==> config.mk <==
export PLATFORM = sky130hd
export DESIGN_NAME = hazard_ctrl
export DESIGN_NICKNAME = d
export VERILOG_FILES = /design/src/rtl/hazard_ctrl.sv
export SDC_FILE = /design/constraint.sdc
export NUM_CORES = 1
export LEC_CHECK = 0
export ABC_CLOCK_PERIOD_IN_PS = 4200
export CAP_MARGIN = 15
export CORE_ASPECT_RATIO = 0.9
export CORE_UTILIZATION = 50
export DETAILED_ROUTE_END_ITERATION = 8
export PLACE_DENSITY = 0.88
export SLEW_MARGIN = 30
export SYNTH_ARGS = -nofsm -noshare
export SYNTH_HDL_FRONTEND = slang
export SYNTH_SLANG_ARGS = --single-unit
==> constraint.sdc <==
create_clock -name clk_i -period 4.2 [get_ports clk_i]
set_clock_uncertainty 0.2 [all_clocks]
set_input_delay 0.63 -clock clk_i [delete_from_list [all_inputs] [get_ports clk_i]]
set_output_delay 0.63 -clock clk_i [all_outputs]
set_load 0.05 [all_outputs]
==> src/rtl/hazard_ctrl.sv <==
// Pipeline hazard controller: load-use stall, branch flush,
// data-memory wait freeze with timeout halt and event counters.
module hazard_ctrl #(
  parameter int CNT_W    = 16,
  parameter int MAX_WAIT = 8
) (
  input  logic             clk_i,
  input  logic             rst_i,
  input  logic [4:0]       ID_Rs1_i,
  input  logic [4:0]       ID_Rs2_i,
  input  logic             ID_UsesRs2_i,
  input  logic [4:0]       EX_Rd_i,
  input  logic             EX_MemRead_i,
  input  logic             Branch_i,
  input  logic             MEM_Req_i,
  input  logic             MEM_Ready_i,
  output logic             PCWrite_o,
  output logic             IFID_Write_o,
  output logic             IFID_Flush_o,
  output logic             IDEX_Bubble_o,
  output logic             Freeze_o,
  output logic             Halt_o,
  output logic [1:0]       State_o,
  output logic [CNT_W-1:0] StallCnt_o,
  output logic [CNT_W-1:0] FlushCnt_o
);

  typedef enum logic [1:0] {
    RUN      = 2'd0,
    MEM_WAIT = 2'd1,
    HALT     = 2'd2
  } state_e;

  localparam logic [7:0]       WLAST = 8'(MAX_WAIT - 1);
  localparam logic [CNT_W-1:0] ONE   = CNT_W'(1);
  localparam logic [CNT_W-1:0] SAT   = '1;

  state_e           state_q, state_d;
  logic [7:0]       wcnt_q, wcnt_d;
  logic [CNT_W-1:0] stall_q, stall_d;
  logic [CNT_W-1:0] flush_q, flush_d;

  logic memwait;
  logic loaduse;
  logic rs1_hit;
  logic rs2_hit;

  assign memwait = MEM_Req_i & ~MEM_Ready_i;
  assign rs1_hit = (EX_Rd_i == ID_Rs1_i);
  assign rs2_hit = ID_UsesRs2_i & (EX_Rd_i == ID_Rs2_i);
  assign loaduse = EX_MemRead_i & (EX_Rd_i != 5'd0)
                 & (rs1_hit | rs2_hit);

  // Priority: reset > halt > memwait > loaduse > branch.
  always_comb begin
    PCWrite_o     = 1'b1;
    IFID_Write_o  = 1'b1;
    IFID_Flush_o  = 1'b0;
    IDEX_Bubble_o = 1'b0;
    Freeze_o      = 1'b0;
    if (rst_i) begin
      PCWrite_o     = 1'b0;
      IFID_Write_o  = 1'b0;
      IDEX_Bubble_o = 1'b1;
    end else if (state_q == HALT) begin
      PCWrite_o    = 1'b0;
      IFID_Write_o = 1'b0;
      Freeze_o     = 1'b1;
    end else if (memwait) begin
      PCWrite_o    = 1'b0;
      IFID_Write_o = 1'b0;
      Freeze_o     = 1'b1;
    end else if (state_q == RUN && loaduse) begin
      PCWrite_o     = 1'b0;
      IFID_Write_o  = 1'b0;
      IDEX_Bubble_o = 1'b1;
    end else if (state_q == RUN && Branch_i) begin
      IFID_Flush_o = 1'b1;
    end
  end

  always_comb begin
    state_d = state_q;
    wcnt_d  = 8'd0;
    if (state_q == HALT) begin
      state_d = HALT;
      wcnt_d  = wcnt_q;
    end else if (state_q == MEM_WAIT) begin
      if (!memwait) begin
        state_d = RUN;
      end else begin
        wcnt_d  = wcnt_q + 8'd1;
        state_d = (wcnt_q == WLAST) ? HALT : MEM_WAIT;
      end
    end else begin
      state_d = memwait ? MEM_WAIT : RUN;
    end
  end

  always_comb begin
    stall_d = stall_q;
    flush_d = flush_q;
    if (!PCWrite_o && stall_q != SAT)
      stall_d = stall_q + ONE;
    if (IFID_Flush_o && flush_q != SAT)
      flush_d = flush_q + ONE;
  end

  always_ff @(posedge clk_i or posedge rst_i) begin
    if (rst_i) begin
      state_q <= RUN;
      wcnt_q  <= 8'd0;
      stall_q <= '0;
      flush_q <= '0;
    end else begin
      state_q <= state_d;
      wcnt_q  <= wcnt_d;
      stall_q <= stall_d;
      flush_q <= flush_d;
    end
  end

  assign Halt_o     = (state_q == HALT);
  assign State_o    = state_q;
  assign StallCnt_o = stall_q;
  assign FlushCnt_o = flush_q;

endmodule
# After elaboration in Yosys (flattened, before gate mapping)
# Index checks and enable logic that the tools add are counted.
[op_classes]
n_bitwise = 6
n_div = 0
n_reduce_logical = 7
add_sub_neg = 3
shifts = 0
n_mux = 23
eq_ne = 7
n_mul = 0
magnitude_cmp = 0
[op_table]
columns = ["operator", "count"]
rows = [
  ["$add 16x1->16 const B", 2],
  ["$ne 16x16->1 const B", 2],
  ["$mux 1", 17],
  ["$mux 8", 2],
  ["$eq 5x5->1", 2],
  ["$add 8x1->8 const B", 1],
  ["$eq 8x3->1 const B", 1],
  ["$mux 2", 4],
  ["$reduce_bool 5->1", 1],
  ["$and 1x1->1", 4],
  ["$logic_and 1x1->1", 4],
  ["$eq 2x1->1 const B", 1],
  ["$eq 2x2->1 const B", 1],
  ["$logic_not 2->1", 1],
  ["$logic_not 1->1", 1],
  ["$not 1->1", 1],
  ["$or 1x1->1", 1],
]
[word_totals]
inputBits = 22
register_bits = 42
wordCells = 50
romBits = 0
memories = 0
latchBits = 0
out_inout_bits = 40
ramBits = 0

# Longest topological paths before layout
[depth]
word_depth = 11
mapped_depth = 8
mapped_depth_nobuf = 6

# Least setup slack after synthesis
# OpenSTA, ideal clock, no wires.
[synth_path]
kind = "input -> output"
startpoint = "in EX_Rd_i[1]"
endpoint = "out PCWrite_o"
stages = 7
setup_slack_ps = 879
path_buffers = 3
arrival_time_ps = 2491
required_ps = 3370
cell_sequence = "or3_1 > o311a_1 > a211o_1 > buf_6 > buf_6 > inv_1 > buf_4"
[synth_via]
elab_chain_len = 9
word_cells_on_any_way = 12
classes_between = "2 x eq/ne; 4 x mux; 4 x bitwise; 2 x reduce/logical"
[synth_lines]
columns = ["element", "line", "rtl"]
rows = [
  ["from (decl)", "12", "input logic [4:0] EX_Rd_i,"],
  ["$eq 5x5->1", "50", "assign rs2_hit = ID_UsesRs2_i & (EX_Rd_i == ID_Rs2_i);"],
  ["$and 1x1->1", "50", ""],
  ["$or 1x1->1", "52", "& (rs1_hit | rs2_hit);"],
  ["$and 1x1->1 (*)", "52", ""],
  ["$logic_and 1x1->1 (*)", "73", "end else if (state_q == RUN && loaduse) begin"],
  ["$mux 1 (*) (4 in series)", "-", ""],
  ["to (decl)", "17", "output logic PCWrite_o,"],
]
# Mark *: on every way between the ends. The rest lies on a longest branch, timed or not.

# Worst setup path in the final report
[layout_path]
startpoint = "in EX_Rd_i[2]"
endpoint = "out IDEX_Bubble_o"
[layout_via]
elab_chain_len = 9
word_cells_on_any_way = 12
classes_between = "2 x eq/ne; 4 x mux; 4 x bitwise; 2 x reduce/logical"
[layout_lines]
columns = ["element", "line", "rtl"]
rows = [
  ["$eq 5x5->1", "50", ""],
  ["$and 1x1->1", "50", ""],
  ["$or 1x1->1", "52", ""],
  ["$and 1x1->1 (*)", "52", ""],
  ["$logic_and 1x1->1 (*)", "73", ""],
  ["$mux 1 (*)", "73", ""],
  ["$mux 1 (*)", "69", "end else if (memwait) begin"],
  ["$mux 1 (*)", "65", "end else if (state_q == HALT) begin"],
  ["$mux 1 (*)", "61", "if (rst_i) begin"],
  ["to (decl)", "20", "output logic IDEX_Bubble_o,"],
]
# Marked as above.

==> results.md <==
* Synth cell count leaders: 42 x dfrtp_1, 38 x xnor2_1, 20 x nand2_1
* Most used flip-flop cell after synthesis: dfrtp_1
* Ys async rst share at 1.00
* Min Tclk post-route at 3.59 ns
* Yosys top cell area share at 0.462
* Synth Cell Area at 0.00227 mm²
* Met2 global-route usage at 0.402
* Worst-margin pin slew at 0.508 ns
* Cells after Synth at 225
* CP Capture Type: primary output
* ANT nets after route at 0
* Ant. Diodes at 0
* Avg Cell Area, Syn at 10.1 µm²
* Via count at 1,947
* Family with the most delay on the worst path: buffers and inverters
* Seq cells post-synth at 42
* Slowest-stage cell, CP: clkdlybuf4s50_1
* Vias in the first global route at 1,931
* Internal Power at 0.000769 W
* TritonCTS clock tree: yes
* Final HPWL from detailed placement at 3.61 mm
* Syn Nets at 250
* Drt initial violations at 163
* Register area share after synthesis at 0.462
* FP Rows at 22
* Final nets at 316
* Post-synth EDFFs at 0
* Setup TNS at 0 ns
* # resized after CTS at 0
* Final Setup Violations at 0
* Psw at 0.000532 W
* Top cells by area, synth: dfrtp_1 46%, xnor2_1 15%, and3_1 5.0%
* Vias per cell at 5.53
* CTS Root Cell: clkbuf_8
* Count leader, synth: dfrtp_1
* H-tree depth at 2
* Post-synth cell types at 37
* Post-CTS Hold Buffers at 0
* Post-CTS setup buffers at 0
* Area delta synth->final at 34.9%
* Leak Pwr at 1.28 nW
* Clock sinks at 42
* Post-route cell area at 0.00307 mm²
* YS warnings at 0
* Post-Layout Cell Count at 352
* Buffers on Ports at 61
* Routability Congestion at 0.786
* Die area at 0.00482 mm²
* Clock Power Share at 0.206
* Critical path depth in cells at 7
* Hold WS at 0.299 ns
* Fin. Hold Viols at 0
* Overflow after GRT at 0
* Reg2Reg Depth at 5
* FMAX at 0.278 GHz
* Critical path type: in -> out
* Crit-path most repeated cell: clkdlybuf4s50_1
* Seq pwr share at 0.415
* Hold depth at 1
* Buf/Inv on CP at 2
* RSZ-0062 raised after global routing: no
* Hold crit path type: reg -> reg
* Critical path launch point type: input pin
* Layer with the highest usage: met2
* Max capacitance violation total at 0
* Status: finished, final reports clean
* # DRC at 0
* Fraction of layout cells with a size suffix above 1 at 0.0856
* Worst-path cell chain: clkdlybuf4s50_1 -> xnor2_1 -> nand4_1 -> o22ai_1 -> nand2_1 -> o21ai_0 -> clkdlybuf4s50_1
* Final core occ at 0.728
* Total GRT Usage at 0.234
* Max stage delay on crit path at 0.83 ns
* Post-synth top area cell: dfrtp_1
* DRT Wirelength at 4.91 mm
* Period Utilization, post-route at 0.856
* PwrDens at 424 mW/mm²
* GR met1 Demand/Resource at 0.273
* 1st-pass router iterations at 4
* Initial core utilization at 0.540
* Die Ht at 66.0 µm
* TritonCTS Buffers at 5
* Final-report max-slew violation count at 0
* Max_slew headroom at 0.660
* CP Data Required Time at 3.37 ns
* GR Util met3 at 0.0610
* Max clock buf depth at 2
* Crit path max fanout at 3
* Clock Latency Late Sink at 0.31 ns
* Number of antenna violations at the first check in global routing at 0
* First-pass GRT wire length at 8.54 mm
* Switching Fraction at 0.409
* Arrival @ worst endpoint at 2.76 ns
* I/O pin count at 62
* Fillcell total at 308
* Core area at 0.00421 mm²
* Reg clk slew, reported paths at 0.09 ns
* Die W at 73.1 µm
* Wire per inst at 14.0 µm
* Placed inst area at 0.00298 mm²
* Largest net degree at the start of global routing at 28
* Placed Cells at 344
* VDD IR max at 265 µV
* Combinational share of power at 0.378
power groups by stage:
| stage | clock network, W | registers [W] | logic (W) |
|---|---|---|---|
| after floorplan | 0 | 0.000719 | 0.000136 |
| after global routing | 0.000289 | 0.000551 | 0.000521 |
| final | 0.000269 | 0.000541 | 0.000492 |
| after detailed placement | 0 | 0.000548 | 0.000496 |
| after global placement | 0 | 0.000543 | 0.000486 |
| after CTS | 0.000273 | 0.000540 | 0.000497 |
layout by cell type (no fill, tap or decap), types with 2 or more instances in the layout:
cell type        count
xnor2_1             38
ha_1                 3
nand3_1             15
nand2_1             20
dfrtp_1             42
nand3_2              7
buf_4                5
nand2b_1             5
clkbuf_8             5
nor2_1               8
nand4_1             17
nor3_1               4
o21ai_0              9
or3_1                2
nor2b_1              2
a22o_1               2
and3_1              18
mux2_1               2
buf_12               3
inv_1                4
xor2_1               2
clkdlybuf4s50_1     58
a21oi_1              3
and4_1               2
through the flow:
step / power, W / setup WS (ns)
floorplan: 0.000856 / 0.879
global placement: 0.00103 / 0.657
detailed placement: 0.00104 / 0.603
CTS: 0.00131 / 0.594
global route: 0.00136 / 0.421
finish: 0.00130 / 0.606
cell type report:
class,count,area (µm²),area share
timing repair buffer,66,678,0.221
clock inverter,3,21.3,0.00694
multi-input combinational,172,1160,0.377
clock buffer,5,68.8,0.0224
inverter,4,15.0,0.00490
tap,60,75.1,0.0245
sequential,42,1050,0.343
routing by layer:
layer  vias to the layer above  share of wire
met5                         -              0
met4                         0          0.020
met3                        10          0.054
met2                        61           0.50
met1                       941           0.42
li1                        935              -
registers in the layout (all words and copies together), names as in the netlist:
signal	count
FlushCnt_o	16
StallCnt_o	16
State_o	2
wcnt_q	8
logic make-up after synthesis:
family / share of synthesized area
simple gates: 0.262
flops: 0.462
xor+xnor: 0.154
compound gates: 0.0616
buf+inv: 0.0286
mux: 0.0149
fa+ha+maj: 0.0165
final timing paths:
| path | start | end | slack [ns] |
|---|---|---|---|
| max | EX_Rd_i[2] | IDEX_Bubble_o | 0.61 |
| min | FlushCnt_o[8] | FlushCnt_o[8] | 0.30 |
| max reg2reg | FlushCnt_o[5] | FlushCnt_o[1] | 1.87 |
| min reg2reg | FlushCnt_o[8] | FlushCnt_o[8] | 0.30 |
| max in group asynchronous | rst_i | wcnt_q[3] | 2.99 |
| min in group asynchronous | rst_i | StallCnt_o[5] | 0.52 |
Note: power is estimated with default switching activity, not from simulation.
